`src/rtl/jackpot_n.sv`:
```
// jackpot_n: rotating one-hot light game with synchronised switch edges, miss reset, timed win display and saturating score
module jackpot_n #(
    parameter int NUM_LEDS    = 4,
    parameter int DIVISOR     = 200000000,
    parameter int WIN_HOLD    = 4,
    parameter int SYNC_STAGES = 2,
    parameter int SCORE_W     = 8
) (
    input  logic                clk,
    input  logic                rst,
    input  logic [NUM_LEDS-1:0] SWITCHES,
    output logic [NUM_LEDS-1:0] LEDS,
    output logic                win,
    output logic [SCORE_W-1:0]  score
);
    localparam int CW = $clog2(DIVISOR);
    localparam int PW = $clog2(NUM_LEDS);
    localparam int HW = $clog2(WIN_HOLD + 1);
    localparam logic [CW-1:0]       CNT_MAX  = CW'(DIVISOR - 1);
    localparam logic [PW-1:0]       POS_MAX  = PW'(NUM_LEDS - 1);
    localparam logic [HW-1:0]       HOLD_MAX = HW'(WIN_HOLD);
    localparam logic [NUM_LEDS-1:0] ONE      = NUM_LEDS'(1);

    typedef enum logic [1:0] {IDLE, RUN, WIN} state_t;

    state_t                                 r_state, w_state_n;
    logic [CW-1:0]                          r_cnt;
    logic [PW-1:0]                          r_pos, w_pos_n;
    logic [HW-1:0]                          r_hold, w_hold_n;
    logic [SYNC_STAGES-1:0][NUM_LEDS-1:0]   r_sync;
    logic [NUM_LEDS-1:0]                    r_prev, w_rise, w_leds_n;
    logic [SCORE_W-1:0]                     w_score_n;
    logic                                   w_tick, w_win_n;

    assign w_tick = r_cnt == CNT_MAX;
    assign w_rise = r_sync[SYNC_STAGES-1] & ~r_prev;

    always_ff @(posedge clk) begin
        if (rst) begin
            r_cnt  <= '0;
            r_sync <= '0;
            r_prev <= '0;
        end else begin
            r_cnt  <= w_tick ? '0 : r_cnt + CW'(1);
            r_sync <= {r_sync[SYNC_STAGES-2:0], SWITCHES};
            r_prev <= r_sync[SYNC_STAGES-1];
        end
    end

    // A rise judged in RUN takes priority over a coincident tick
    always_comb begin
        w_state_n = r_state;
        w_pos_n   = r_pos;
        w_hold_n  = r_hold;
        w_leds_n  = LEDS;
        w_win_n   = 1'b0;
        w_score_n = score;
        case (r_state)
            IDLE: if (w_tick) begin
                w_state_n = RUN;
                w_pos_n   = '0;
                w_leds_n  = ONE;
            end
            RUN: if (w_rise == LEDS) begin
                w_state_n = WIN;
                w_leds_n  = '1;
                w_win_n   = 1'b1;
                w_score_n = (&score) ? score : score + SCORE_W'(1);
                w_hold_n  = '0;
            end else if (w_rise != '0) begin
                w_pos_n  = '0;
                w_leds_n = ONE;
            end else if (w_tick) begin
                w_pos_n  = (r_pos == POS_MAX) ? '0 : r_pos + PW'(1);
                w_leds_n = ONE << w_pos_n;
            end
            WIN: if (w_tick) begin
                w_hold_n = r_hold + HW'(1);
                if (w_hold_n == HOLD_MAX) begin
                    w_state_n = RUN;
                    w_pos_n   = '0;
                    w_leds_n  = ONE;
                end
            end
            default: w_state_n = IDLE;
        endcase
    end

    always_ff @(posedge clk) begin
        if (rst) begin
            r_state <= IDLE;
            r_pos   <= '0;
            r_hold  <= '0;
            LEDS    <= '0;
            win     <= 1'b0;
            score   <= '0;
        end else begin
            r_state <= w_state_n;
            r_pos   <= w_pos_n;
            r_hold  <= w_hold_n;
            LEDS    <= w_leds_n;
            win     <= w_win_n;
            score   <= w_score_n;
        end
    end
endmodule

```
`config.mk`:
```
export PLATFORM = sky130hd
export DESIGN_NAME = jackpot_n
export DESIGN_NICKNAME = d
export VERILOG_FILES = /design/src/rtl/jackpot_n.sv
export SDC_FILE = /design/constraint.sdc
export NUM_CORES = 1
export LEC_CHECK = 0
export ABC_CLOCK_PERIOD_IN_PS = 2200
export CAP_MARGIN = 20
export CORE_AREA = 2 2 77 79
export CTS_CLUSTER_SIZE = 14
export DETAILED_ROUTE_END_ITERATION = 6
export DIE_AREA = 0 0 79 81
export PLACE_DENSITY_LB_ADDON = 0.1
export SLEW_MARGIN = 40
export SYNTH_ARGS = -nofsm -noshare
export SYNTH_HDL_FRONTEND = slang
export SYNTH_SLANG_ARGS = --single-unit
```
`constraint.sdc`:
```
create_clock -name clk -period 2.2 [get_ports clk]
set_clock_uncertainty 0.15 [all_clocks]
set_input_delay 0.44 -clock clk [delete_from_list [all_inputs] [get_ports clk]]
set_output_delay 0.44 -clock clk [all_outputs]
set_load 0.02 [all_outputs]
```
==> results.json <==
{
  "relSlewSlack_pct": 60.0,
  "area_growth_pct": 22.9,
  "tightestPinTransition_ns": 0.595,
  "rsz0062_at_grt": "true",
  "cap_violations": 0,
  "layout_setup_ws_ns": 0.0743,
  "ctsHoldBuffers": 0,
  "die_y_um": 81,
  "layout_min_cycle_time_ns": 2.13,
  "antenna_found_initial": 0,
  "cts.path.max_buffers": 2,
  "netlist_area_um2": 2700,
  "grtUsageMet2_pct": 30.2,
  "irDropWorstVdd_mv": 0.442,
  "tritoncts": "yes",
  "ys_warn_count": 0,
  "final_util_pct": 58.4,
  "worst-setup-path-type": "flop to flop",
  "syn_area_per_cell_um2": 9.02,
  "diodes": 0,
  "seq_area_frac_synth_pct": 44.5,
  "ys_types": 41,
  "clk_latency_ns": 0.33,
  "period_share_pct": 96.6,
  "cp_data_arrival_time_ns": 2.22,
  "layout.nets": 356,
  "avgRoutedWirePerCell_um": 12.1,
  "place_ws_ns": 0.0467,
  "synth_cells": 299,
  "core_area_um2": 5680,
  "p_per_area_nw_per_um2": 626,
  "nFillCells": 555,
  "rows": 28,
  "timing.hold.ws_ns": 0.285,
  "cp-start-kind": "flop",
  "hp-class": "flop to flop",
  "synth_seq_cells": 60,
  "async_reset_ff_share_pct": 0,
  "drc": 0,
  "floorplan.initialDensity_pct": 47.5,
  "busiest_layer": "met2",
  "io_pins": 19,
  "crit_required_ns": 2.30,
  "vias_per_cell": 5.17,
  "drv_slew": 0,
  "finalNonFillerCells": 422,
  "cts.htree.levels": 3,
  "die_area_um2": 6400,
  "finalSetupViolCount": 0,
  "synth-edff-count": 0,
  "grtUsageMet1_pct": 21.1,
  "grt_pass1_wl_um": 8900,
  "clock-root-buffer": "clkbuf_8",
  "critPathCaptureType": "flop",
  "leakagePower_uw": 0.00122,
  "synth_nets": 313,
  "status": "complete, no violations",
  "clock_sinks": 60,
  "timing.fmax_ghz": 0.470,
  "dp_cells": 405,
  "grtUsageMet3_pct": 4.56,
  "grt_pass1_vias": 2056,
  "num_vias": 2182,
  "path_clk_slew_ns": 0.07,
  "finalHoldViolCount": 0,
  "ant_nets": 0,
  "grt_max_degree": 27,
  "drtIter0Drc": 96,
  "critPathMaxFanout": 6,
  "drive_above_1_share_pct": 16.1,
  "wl_um": 5130,
  "dpl.hpwl_um": 3600,
  "ys.flop_type": "dfxtp_1",
  "dieWidth_um": 79,
  "numCtsBuffers": 9,
  "overflow": 0,
  "grt_usage_pct": 17.6,
  "drtPass1Iterations": 4,
  "place.gp.congestion": 0.832,
  "setup_tns_ns": 0,
  "io_buffers": 18
}
## registers in the layout (all words and copies together), names as in the netlist
register,flops
LEDS,4
r_cnt,28
r_hold,3
r_pos,2
r_prev,4
r_state,2
r_sync,8
score,8
win,1
## metrics by stage
stage	power [uW]	area (um2)
finish	2070	3310
global route	2170	3310
CTS	2100	3290
detailed placement	1210	3110
global placement	1210	3110
floorplan	1180	2700
## power breakdown
part           total (uW)  internal (uW)  switching, uW
Combinational        85.4           40.5           44.9
Clock                 883            467            417
Sequential           1100           1100           5.43
## timing repair
action | in CTS | in global routing
buffers inserted | 0 | 1
setup endpoints to repair | 0 | 6
resized for setup | 0 | 6
## cell type report
| cell class | count | area, um2 | area share (%) |
|---|---|---|---|
| timing repair buffer | 41 | 365 | 11.0 |
| clock inverter | 4 | 23.8 | 0.718 |
| inverter | 5 | 18.8 | 0.566 |
| tap | 75 | 93.8 | 2.83 |
| clock buffer | 12 | 155 | 4.68 |
| multi-input combinational | 225 | 1450 | 43.9 |
| sequential | 60 | 1200 | 36.3 |
## placed cells by master (no fill, tap or decap), drive strengths merged, types with 4 or more instances in the layout
| master | instances |
|---|---|
| and3 | 6 |
| o21ai | 4 |
| nand3 | 24 |
| clkdlybuf4s50 | 18 |
| dfxtp | 60 |
| nand2 | 21 |
| a21oi | 9 |
| clkbuf | 12 |
| nor3 | 10 |
| nor2 | 45 |
| buf | 23 |
| ha | 8 |
| clkinv | 4 |
| xor2 | 15 |
| nor4 | 5 |
| nand4 | 10 |
| nor2b | 18 |
| inv | 5 |
| xnor2 | 21 |
## synth_stat cells, drive strengths merged, types with 4 or more instances
cell type,number,area share [%]
a21oi,9,1.7
and3,6,1.4
clkbuf,7,1.0
dfxtp,60,45
ha,8,3.7
inv,5,0.70
nand2,21,2.9
nand3,24,4.9
nand4,10,2.3
nor2,45,6.4
nor2b,18,4.2
nor3,10,1.9
nor4,5,1.9
o21ai,4,0.74
xnor2,21,6.8
xor2,15,4.9
## kinds of logic after synthesis
family | count (synthesis) | share of synthesized area (%)
simple gates | 155 | 30.7
mux | 2 | 0.789
compound gates | 24 | 6.45
xor+xnor | 36 | 11.7
fa+ha+maj | 8 | 3.71
buf+inv | 14 | 2.09
flops | 60 | 44.5
## worst max-delay path, stage by stage (launching register included)
cell and delay, ns:
dfxtp_1 0.31, buf_4 0.15, nor4_1 0.33, nand4_1 0.15
nor3_1 0.18, buf_4 0.18, nand2_1 0.11, mux2_2 0.29
a211oi_1 0.21
## routing by layer
metal  routed length, um  vias up
li1                    -     1118
met3                 164        9
met4                  85        0
met2                2450       29
met5                   0        -
met1                2430     1026
## worst paths after layout
kind / from / endpoint / slack [ns] / depth (start not counted)
setup / recovery: r_cnt[13] / r_hold[2] / 0.07 / 8
hold / removal: r_sync[1] / r_sync[5] / 0.29 / 1
setup reg to reg: r_cnt[13] / r_hold[2] / 0.07 / 8
hold reg to reg: r_sync[1] / r_sync[5] / 0.29 / 1
Note: power is estimated with default switching activity, not from simulation.
